--- config.mk ---
export PLATFORM = sky130hd
export DESIGN_NAME = fork_join_seq_flat
export DESIGN_NICKNAME = d
export VERILOG_FILES = /design/src/rtl/fork_join_seq_if.sv /design/src/rtl/fork_join_seq.sv /design/src/flat_wrapper.sv
export SDC_FILE = /design/constraint.sdc
export NUM_CORES = 1
export LEC_CHECK = 0
export BUFFER_PORTS_ARGS = -buffer_cell sky130_fd_sc_hd__buf_2
export CAP_MARGIN = 20
export CORE_UTILIZATION = 50
export CTS_CLUSTER_SIZE = 24
export DETAILED_ROUTE_END_ITERATION = 8
export MAX_ROUTING_LAYER = met4
export PLACE_DENSITY = 0.82
export SETUP_SLACK_MARGIN = 0.05
export SLEW_MARGIN = 20
export SYNTH_ARGS = -nofsm -noshare
export SYNTH_HDL_FRONTEND = slang
export SYNTH_SLANG_ARGS = --single-unit
--- constraint.sdc ---
create_clock -name clk -period 6.1 [get_ports clk]
set_input_delay 0.915 -clock clk [delete_from_list [all_inputs] [get_ports clk]]
set_output_delay 0.915 -clock clk [all_outputs]
set_load 0.02 [all_outputs]
--- src/rtl/fork_join_seq_if.sv ---
// fork_join_seq_if: config/status bundle for the fork/join sequencer.
// master drives start/stop/br_*, slave drives value/busy/join/iter (+limit I/O, FJSEQ_ITER_LIMIT_EN).
interface fork_join_seq_if #(
  parameter int NBR = 2,
  parameter int VW  = 4,
  parameter int TW  = 8
);
  logic              start;
  logic              stop;
  logic [NBR*TW-1:0] br_delay;
  logic [NBR*VW-1:0] br_value;
  logic [VW-1:0]     value;
  logic              busy;
  logic              join_pulse;
  logic [15:0]       iter_count;
`ifdef FJSEQ_ITER_LIMIT_EN
  logic [15:0]       iter_limit;
  logic              done_pulse;

  modport master (
    output start, stop, br_delay, br_value, iter_limit,
    input  value, busy, join_pulse, iter_count, done_pulse
  );
  modport slave (
    input  start, stop, br_delay, br_value, iter_limit,
    output value, busy, join_pulse, iter_count, done_pulse
  );
`else
  modport master (
    output start, stop, br_delay, br_value,
    input  value, busy, join_pulse, iter_count
  );
  modport slave (
    input  start, stop, br_delay, br_value,
    output value, busy, join_pulse, iter_count
  );
`endif
endinterface

--- src/rtl/fork_join_seq.sv ---
// fork_join_seq: NBR-branch fork/join value sequencer; clk, rst (async high), bus (slave).
// Optional FJSEQ_ITER_LIMIT_EN adds bus.iter_limit / bus.done_pulse for a bounded run.
module fork_join_seq #(
  parameter int          NBR      = 2,
  parameter int          VW       = 4,
  parameter int          TW       = 8,
  parameter logic [VW-1:0] INIT_VAL = '0
) (
  input logic           clk,
  input logic           rst,
  fork_join_seq_if.slave bus
);

  typedef enum logic {S_IDLE, S_RUN} state_t;

  state_t            state_q, state_d;
  logic [VW-1:0]     value_q, value_d;
  logic              busy_q, busy_d;
  logic              join_q, join_d;
  logic [15:0]       iter_q, iter_d;
  logic [TW-1:0]     timer_q, timer_d;
  logic [NBR-1:0]    fired_q, fired_d;
  logic [NBR*TW-1:0] dly_q, dly_d;
  logic [NBR*VW-1:0] val_q, val_d;
`ifdef FJSEQ_ITER_LIMIT_EN
  logic              done_q, done_d;
  logic              limit_hit;
`endif

  logic [NBR-1:0] fire;
  logic           join_now;

  // A branch fires once per iteration when the timer
  // reaches its delay; delay 0 behaves as delay 1.
  always_comb begin
    logic [TW-1:0] eff;
    fire = '0;
    eff  = '0;
    for (int i = 0; i < NBR; i++) begin
      eff = dly_q[i*TW +: TW];
      if (eff == '0) eff = TW'(1);
      fire[i] = (state_q == S_RUN) &&
                !fired_q[i] &&
                (timer_q == eff);
    end
  end

  assign join_now = (|fire) && (&(fired_q | fire));

`ifdef FJSEQ_ITER_LIMIT_EN
  assign limit_hit = (bus.iter_limit != 16'd0) &&
                     (iter_q + 16'd1 == bus.iter_limit);
`endif

  always_comb begin
    state_d = state_q;
    value_d = value_q;
    busy_d  = busy_q;
    join_d  = 1'b0;
    iter_d  = iter_q;
    timer_d = timer_q;
    fired_d = fired_q;
    dly_d   = dly_q;
    val_d   = val_q;
`ifdef FJSEQ_ITER_LIMIT_EN
    done_d  = 1'b0;
`endif
    unique case (state_q)
      S_IDLE: begin
        if (bus.start && !bus.stop) begin
          state_d = S_RUN;
          busy_d  = 1'b1;
          iter_d  = 16'd0;
          timer_d = TW'(1);
          fired_d = '0;
          dly_d   = bus.br_delay;
          val_d   = bus.br_value;
        end
      end
      S_RUN: begin
        if (bus.stop) begin
          // Abort: fires on this edge are dropped.
          state_d = S_IDLE;
          busy_d  = 1'b0;
        end else begin
          // Ascending scan: highest index wins ties.
          for (int i = 0; i < NBR; i++)
            if (fire[i]) value_d = val_q[i*VW +: VW];
          if (join_now) begin
            join_d  = 1'b1;
            iter_d  = iter_q + 16'd1;
            timer_d = TW'(1);
            fired_d = '0;
            dly_d   = bus.br_delay;
            val_d   = bus.br_value;
`ifdef FJSEQ_ITER_LIMIT_EN
            if (limit_hit) begin
              state_d = S_IDLE;
              busy_d  = 1'b0;
              done_d  = 1'b1;
            end
`endif
          end else begin
            fired_d = fired_q | fire;
            if (timer_q != '1)
              timer_d = timer_q + TW'(1);
          end
        end
      end
      default: begin
        state_d = S_IDLE;
        busy_d  = 1'b0;
      end
    endcase
  end

  always_ff @(posedge clk or posedge rst) begin
    if (rst) begin
      state_q <= S_IDLE;
      value_q <= INIT_VAL;
      busy_q  <= 1'b0;
      join_q  <= 1'b0;
      iter_q  <= 16'd0;
      timer_q <= '0;
      fired_q <= '0;
      dly_q   <= '0;
      val_q   <= '0;
`ifdef FJSEQ_ITER_LIMIT_EN
      done_q  <= 1'b0;
`endif
    end else begin
      state_q <= state_d;
      value_q <= value_d;
      busy_q  <= busy_d;
      join_q  <= join_d;
      iter_q  <= iter_d;
      timer_q <= timer_d;
      fired_q <= fired_d;
      dly_q   <= dly_d;
      val_q   <= val_d;
`ifdef FJSEQ_ITER_LIMIT_EN
      done_q  <= done_d;
`endif
    end
  end

  assign bus.value      = value_q;
  assign bus.busy       = busy_q;
  assign bus.join_pulse = join_q;
  assign bus.iter_count = iter_q;
`ifdef FJSEQ_ITER_LIMIT_EN
  assign bus.done_pulse = done_q;
`endif

endmodule

--- src/flat_wrapper.sv ---
// flat-port wrapper written by rule: the top's interface ports become plain ports
module fork_join_seq_flat 
#(
  parameter int          NBR      = 2,
  parameter int          VW       = 4,
  parameter int          TW       = 8,
  parameter logic [VW-1:0] INIT_VAL = '0
)
  (clk, rst, bus_start, bus_stop, bus_br_delay, bus_br_value, bus_value, bus_busy, bus_join_pulse, bus_iter_count);
  fork_join_seq_if #(.NBR(NBR), .VW(VW), .TW(TW)) bus_i ();
  input logic clk;
  input logic rst;
  input wire logic [$bits(bus_i.start)-1:0] bus_start;
  input wire logic [$bits(bus_i.stop)-1:0] bus_stop;
  input wire logic [$bits(bus_i.br_delay)-1:0] bus_br_delay;
  input wire logic [$bits(bus_i.br_value)-1:0] bus_br_value;
  output wire logic [$bits(bus_i.value)-1:0] bus_value;
  output wire logic [$bits(bus_i.busy)-1:0] bus_busy;
  output wire logic [$bits(bus_i.join_pulse)-1:0] bus_join_pulse;
  output wire logic [$bits(bus_i.iter_count)-1:0] bus_iter_count;
  assign bus_i.start = bus_start;
  assign bus_i.stop = bus_stop;
  assign bus_i.br_delay = bus_br_delay;
  assign bus_i.br_value = bus_br_value;
  assign bus_value = bus_i.value;
  assign bus_busy = bus_i.busy;
  assign bus_join_pulse = bus_i.join_pulse;
  assign bus_iter_count = bus_i.iter_count;
  fork_join_seq #(.NBR(NBR), .VW(VW), .TW(TW), .INIT_VAL(INIT_VAL)) u_core (.clk(clk), .rst(rst), .bus(bus_i));
endmodule
# Word level (Yosys, flattened, before mapping)
# Index checks and enable logic that the tools add are counted.
# Widths: inputs -> output; s select.
word_totals:
  in_bits: 28
  mem_bits_ro: 0
  reg_bits: 57
  latchBits: 0
  mem_bits_rw: 0
  out_inout_bits: 22
  wordCells: 75
  mem_count: 0
classes:
  n_addsub: 2
  order_cmp: 0
  n_eq_ne: 8
  n_div: 0
  n_shift: 0
  n_bitwise: 3
  reduce_logical: 19
  n_mux: 34
  multipliers: 0
op_table:
  columns: ["op", "n"]
  rows:
  - ["$mux 16", 6]
  - ["$mux 8", 9]
  - ["$pmux 16 s2", 2]
  - ["$pmux 8 s2", 2]
  - ["$add 16x1->16 const B", 1]
  - ["$eq 8x8->1", 2]
  - ["$logic_not 8->1", 2]
  - ["$reduce_and 3->1", 3]
  - ["$add 8x1->8 const B", 1]
  - ["$mux 4", 2]
  - ["$ne 8x8->1 const B", 1]
  - ["$mux 1", 7]
  - ["$logic_and 1x1->1", 6]
  - ["$mux 2", 3]
  - ["$ne 2x2->1 const B", 3]
  - ["$reduce_and 2->1", 3]
  - ["$pmux 1 s2", 2]
  - ["$pmux 2 s2", 1]
  - ["$logic_not 1->1", 3]
  - ["$ne 3x3->1 const B", 1]
  - ["$ne 2x1->1 const B", 1]
  - ["$not 1->1", 2]
  - ["$or 2x2->2", 1]
  - ["$reduce_bool 2->1", 1]
  - ["$reduce_or 2->1", 1]

# Depth between registers and ports, before layout
depth:
  word_depth: 10
  depth_mapped: 10
  depth_no_buf: 8

# Least setup slack after synthesis
# Ideal clock, no wire load.
synth_timing:
  path_type: "reg-to-reg"
  start: "register u_core.timer_q[4]"
  end: "register u_core.dly_q[15]"
  required_time_ns: 5.975
  path_buffers: 2
  setup_slack_ns: 3.708
  path_stages_with_launch: 11
  setup_time_ns: 0.125
  period_less_slack_ns: 2.392
  arrival_time_ns: 2.267
  path_cell_list: "dfrtp_1 -> buf_6 -> xor2_1 -> nor4_2 -> nand4_2 -> o221ai_4 -> nand4_2 -> inv_2 -> nor2_4 -> buf_6 -> mux2_4"
synth_between:
  elab_chain_cells: 7
  elab_cells_between_ends: 10
  classes_between: "eq/ne (3); bitwise (1); reduce/logical (6)"
synth_rtl:
  columns: ["item", "line_no", "source"]
  rows:
  - ["start, declared", "fork_join_seq.sv:21", "logic [TW-1:0] timer_q, timer_d;"]
  - ["start signal, assigned", "fork_join_seq.sv:137", "timer_q <= timer_d;"]
  - ["$eq 8x8->1", "fork_join_seq.sv:44", "(timer_q == eff);"]
  - ["$logic_and 1x1->1", "fork_join_seq.sv:43", "!fired_q[i] &&"]
  - ["$or 2x2->2", "fork_join_seq.sv:48", "assign join_now = (|fire) && (&(fired_q | fire));"]
  - ["$reduce_and 2->1", "fork_join_seq.sv:48", null]
  - ["$logic_and 1x1->1 (*)", "fork_join_seq.sv:48", null]
  - ["$ne 2x2->1 (no line) (*)", null, null]
  - ["$reduce_and 3->1 (no line) (*)", null, null]
  - ["end signal, assigned", "fork_join_seq.sv:139", "dly_q <= dly_d;"]
  - ["end, declared", "fork_join_seq.sv:23", "logic [NBR*TW-1:0] dly_q, dly_d;"]
# Every way passes the cells marked *; elsewhere a longest branch is shown, timed or not.
# A chain may end at the register's enable or synchronous reset.

# Final worst setup path
layout_timing:
  start: "register u_core.dly_q[5]"
  end: "register u_core.dly_q[10]"
layout_between:
  elab_chain_cells: 9
  elab_cells_between_ends: 10
  classes_between: "eq/ne (2); mux (1); bitwise (1); reduce/logical (6)"
layout_rtl:
  columns: ["item", "line_no", "source"]
  rows:
  - ["$logic_not 8->1", "fork_join_seq.sv:41", "if (eff == '0) eff = TW'(1);"]
  - ["$mux 8 (*)", "fork_join_seq.sv:41", null]
  - ["$eq 8x8->1 (*)", "fork_join_seq.sv:44", null]
  - ["$logic_and 1x1->1 (*)", "fork_join_seq.sv:43", null]
  - ["$or 2x2->2", "fork_join_seq.sv:48", null]
  - ["$reduce_and 2->1", "fork_join_seq.sv:48", null]
  - ["$logic_and 1x1->1 (*)", "fork_join_seq.sv:48", null]
  - ["$ne 2x2->1 (no line) (*)", null, null]
  - ["$reduce_and 3->1 (no line) (*)", null, null]
# Marked as above.

==> flow_summary_export.csv <==
group,metric,value,unit
worst_setup_path,crit_start,"u_core.dly_q[5]",
sta,timing.final.crit_share,49.57,%
sta,rsz0062_at_grt,"no",
placed_design,dp_hpwl,4309,µm
clock_network,cts_tree,"done",
clock_network,clkLatencyLatePin,0.34,ns
routing,routed_wl,6359,µm
clock_network,clk_pin_slew,0.06,ns
sta,max_clock_freq,330.7,MHz
die,io-pin-count,50,
global_route,grt_max_degree,58,
worst_setup_path,r2r_cells,8,
routing,via_count,2350,
layout,synthToLayoutAreaGrowth,16.49,%
die,coreArea,5675,µm²
placed_design,io_buffers,49,
sta,worstMarginPinSlew,0.9469,ns
die,die_y,79.72,µm
power_and_ir_drop,vdd_ir_drop_max,337.5,µV
worst_setup_path,crit_slowest_cell,"nor2_4",
clock_network,hold_buffers,0,
worst_setup_path,crit_type,"flip-flop to flip-flop",
sta,hold_viol,0,
routing,first_iter_violations,190,
clock_network,root_buffer,"clkbuf_8",
clock_network,cts_resized,0,
run,maxCapViolCount,0,
worst_setup_path,cp-start-kind,"flip-flop",
die,die-area,6355,µm²
power_and_ir_drop,power.leakage,1.679,nW
global_route,antenna_found_initial,0,
sta,finalSetupViolCount,0,
min_path,hold_path.class,"flip-flop to flip-flop",
run_status,status,"finished, final reports clean",
synthesis,synthArstFlopShare,100.0,%
layout,nNetsFinal,357,
worst_setup_path,reg2reg_setup_slack,3.08,ns
clock_network,clockBufferDepth,2,
synthesis,synth_area,3020,µm²
routing,postRouteAntennaNets,0,
layout,diodes,0,
worst_setup_path,cp.arrival,3.25,ns
synthesis,yosysSeqAreaShare,47.22,%
worst_setup_path,r2r_end,"u_core.dly_q[10]",
global_route,grt_pass1_wl,10900,µm
synthesis,ys_ff_latch,57,
synthesis,syn_nets,309,
global_route,first_global_vias,2320,
clock_network,ctsHtreeMaxLevel,3,
worst_setup_path,critPathCaptureType,"flip-flop",
synthesis,synth_ff_type,"dfrtp_1",
clock_network,clkSinkCount,57,
sta,drv_slew,0,
die,std_cell_rows,27,
die,die_w,79.72,µm
synthesis,synth-edff-count,0,
sta,period_minus_slack,3.024,ns
routing,drtPass1Iterations,4,
layout,fillers,477,
synthesis,syn_area_per_cell,10.83,µm²
routing,wire_per_inst,15.74,µm
routing,vias_per_cell,5.817,
sta,fin_ws,3.076,ns
sta,tns,0,ns
sta,fin_skew,0.005440,ns
worst_setup_path,reg2reg_from,"u_core.dly_q[5]",
sta,slew_headroom,36.72,%
power_and_ir_drop,power_density,314.9,nW/µm²
worst_setup_path,slowest_delay,0.72,ns
die,start_util,53.22,%
clock_network,cts_setup_buffers,0,
layout,drive_gt1_share,31.02,%
clock_network,cts_made_buffers,9,
placed_design,gp_congestion,0.9011,
placed_design,dpl_worst_slack,3.083,ns
routing,route.detailed.drc,0,
global_route,grt_use_total,23.85,%
worst_setup_path,required,6.32,ns
synthesis,yosys_warnings,0,
worst_setup_path,worstPathCellList,"nor4_1 -> a21oi_1 -> xnor2_1 -> o21bai_2 -> nand4_2 -> inv_2 -> nor2_4 -> mux2_2",
worst_setup_path,cp-endpoint,"u_core.dly_q[10]",
synthesis,synth.distinct_cells,49,
worst_setup_path,cp_max_fo,28,
synthesis,synthCells,279,
global_route,overflow,0,
## cell type report
type / count / area, µm² / share of cell area (%)
tap: 72 / 90.09 / 2.560
clock inverter: 6 / 105.1 / 2.987
sequential: 57 / 1426 / 40.54
multi-input combinational: 198 / 1465 / 41.64
timing repair buffer: 50 / 252.7 / 7.183
clock buffer: 10 / 137.6 / 3.912
inverter: 11 / 41.29 / 1.174
## Yosys cell counts (2+ instances only)
cell	n	area share [%]
dfrtp_1	57	47
a32o_1	2	0.66
a21oi_1	13	2.2
nand3_1	18	3.0
a21o_1	3	0.75
buf_6	4	1.5
nand2_1	24	3.0
o22a_1	2	0.58
or3_1	4	0.83
o31ai_1	6	1.5
nor2_1	14	1.7
buf_2	4	0.66
o21ai_2	2	0.58
mux2_4	16	8.0
o21ai_0	12	2.0
nand4_2	3	1.2
mux2i_1	4	1.3
nor4_1	3	0.62
xor2_1	12	3.5
o211ai_1	2	0.50
o311ai_1	3	0.87
o21a_1	3	0.75
inv_1	10	1.2
or4_1	6	1.5
mux2_2	9	3.4
and3_1	3	0.62
nand4_1	5	1.0
clkbuf_1	4	0.50
xnor2_1	4	1.2
ha_1	2	0.83
o41ai_1	2	0.58
nor3_1	5	0.83
a22o_1	2	0.58
## power by group
group	switching [mW]	total, mW	internal (mW)
Combinational	0.0910	0.187	0.0961
Clock	0.151	0.431	0.280
Sequential	0.0634	0.490	0.427
Total	0.305	1.11	0.803
## worst max-delay path, delay by kind of cell (launching register included)
| kind | cells | cell delay [ns] |
|---|---|---|
| AOI/OAI and AO/OA | 2 | 0.35 |
| xor gates and xnor gates | 1 | 0.27 |
| buffers and inverters | 1 | 0.10 |
| DFF | 1 | 0.40 |
| muxes | 1 | 0.42 |
| and+or+nand+nor | 3 | 1.34 |
## logic make-up after synthesis
group | synth area share, %
adder cells (fa/ha/maj) | 0.8284
buffers and inverters | 4.267
XOR/XNOR | 4.639
flip-flops | 47.22
AO/OA/AOI/OAI | 14.25
AND/OR/NAND/NOR | 16.16
multiplexers | 12.63
## state kept, by name (all words and copies together) (netlist names)
name and count:
u_core.bus.iter_count 16, u_core.dly_q 16, u_core.timer_q 8, u_core.val_q 8
u_core.bus.value 4, u_core.fired_q 2, u_core.bus.busy 1, u_core.bus.join_pulse 1
u_core.state_q 1
## placed cells by master (no fill, tap or decap), types with 5 or more instances in the layout
cell type / n
o21ai_0: 12
nor3_1: 5
nor2_1: 14
nand2_1: 24
mux2_4: 16
nand3_1: 18
a21oi_1: 13
nand4_1: 5
or4_1: 6
xor2_1: 12
o31ai_1: 6
clkbuf_8: 10
inv_1: 9
mux2_2: 9
dfrtp_1: 57
buf_2: 49
## how the worst min path moves through the flow
stage | start | to | slack (ns) | depth (start not counted)
after CTS | u_core.bus.value[2] | u_core.bus.value[2] | 0.49 | 2
after detailed placement | u_core.bus.value[2] | u_core.bus.value[2] | 0.47 | 2
after global placement | u_core.bus.value[2] | u_core.bus.value[2] | 0.46 | 2
final | u_core.bus.value[0] | u_core.bus.value[0] | 0.48 | 2
after floorplan | u_core.fired_q[1] | u_core.fired_q[1] | 0.48 | 2
after global routing | u_core.bus.value[2] | u_core.bus.value[2] | 0.52 | 2
## through the flow
stage          area [µm²]  power, mW  hold WS (ns)  util [%]  std cells
6_report             3518      1.108        0.4807     61.99        404
5_1_grt              3518      1.166        0.5241     61.99        404
4_1_cts              3518      1.119        0.4862     61.99        404
3_5_place_dp         3276     0.6813        0.4712     57.72        388
3_3_place_gp         3276     0.6733        0.4619     57.72        388
2_1_floorplan        3020     0.6405        0.4773         -        279
## metal layers
layer / GRT usage [%] / wire [µm] / vias up
met5: - / 0 / -
met4: 12.55 / 61 / 0
met3: 6.286 / 321 / 10
met2: 36.50 / 3210 / 74
met1: 28.91 / 2765 / 1145
li1: - / - / 1121
Note: power is estimated with default switching activity, not from simulation.
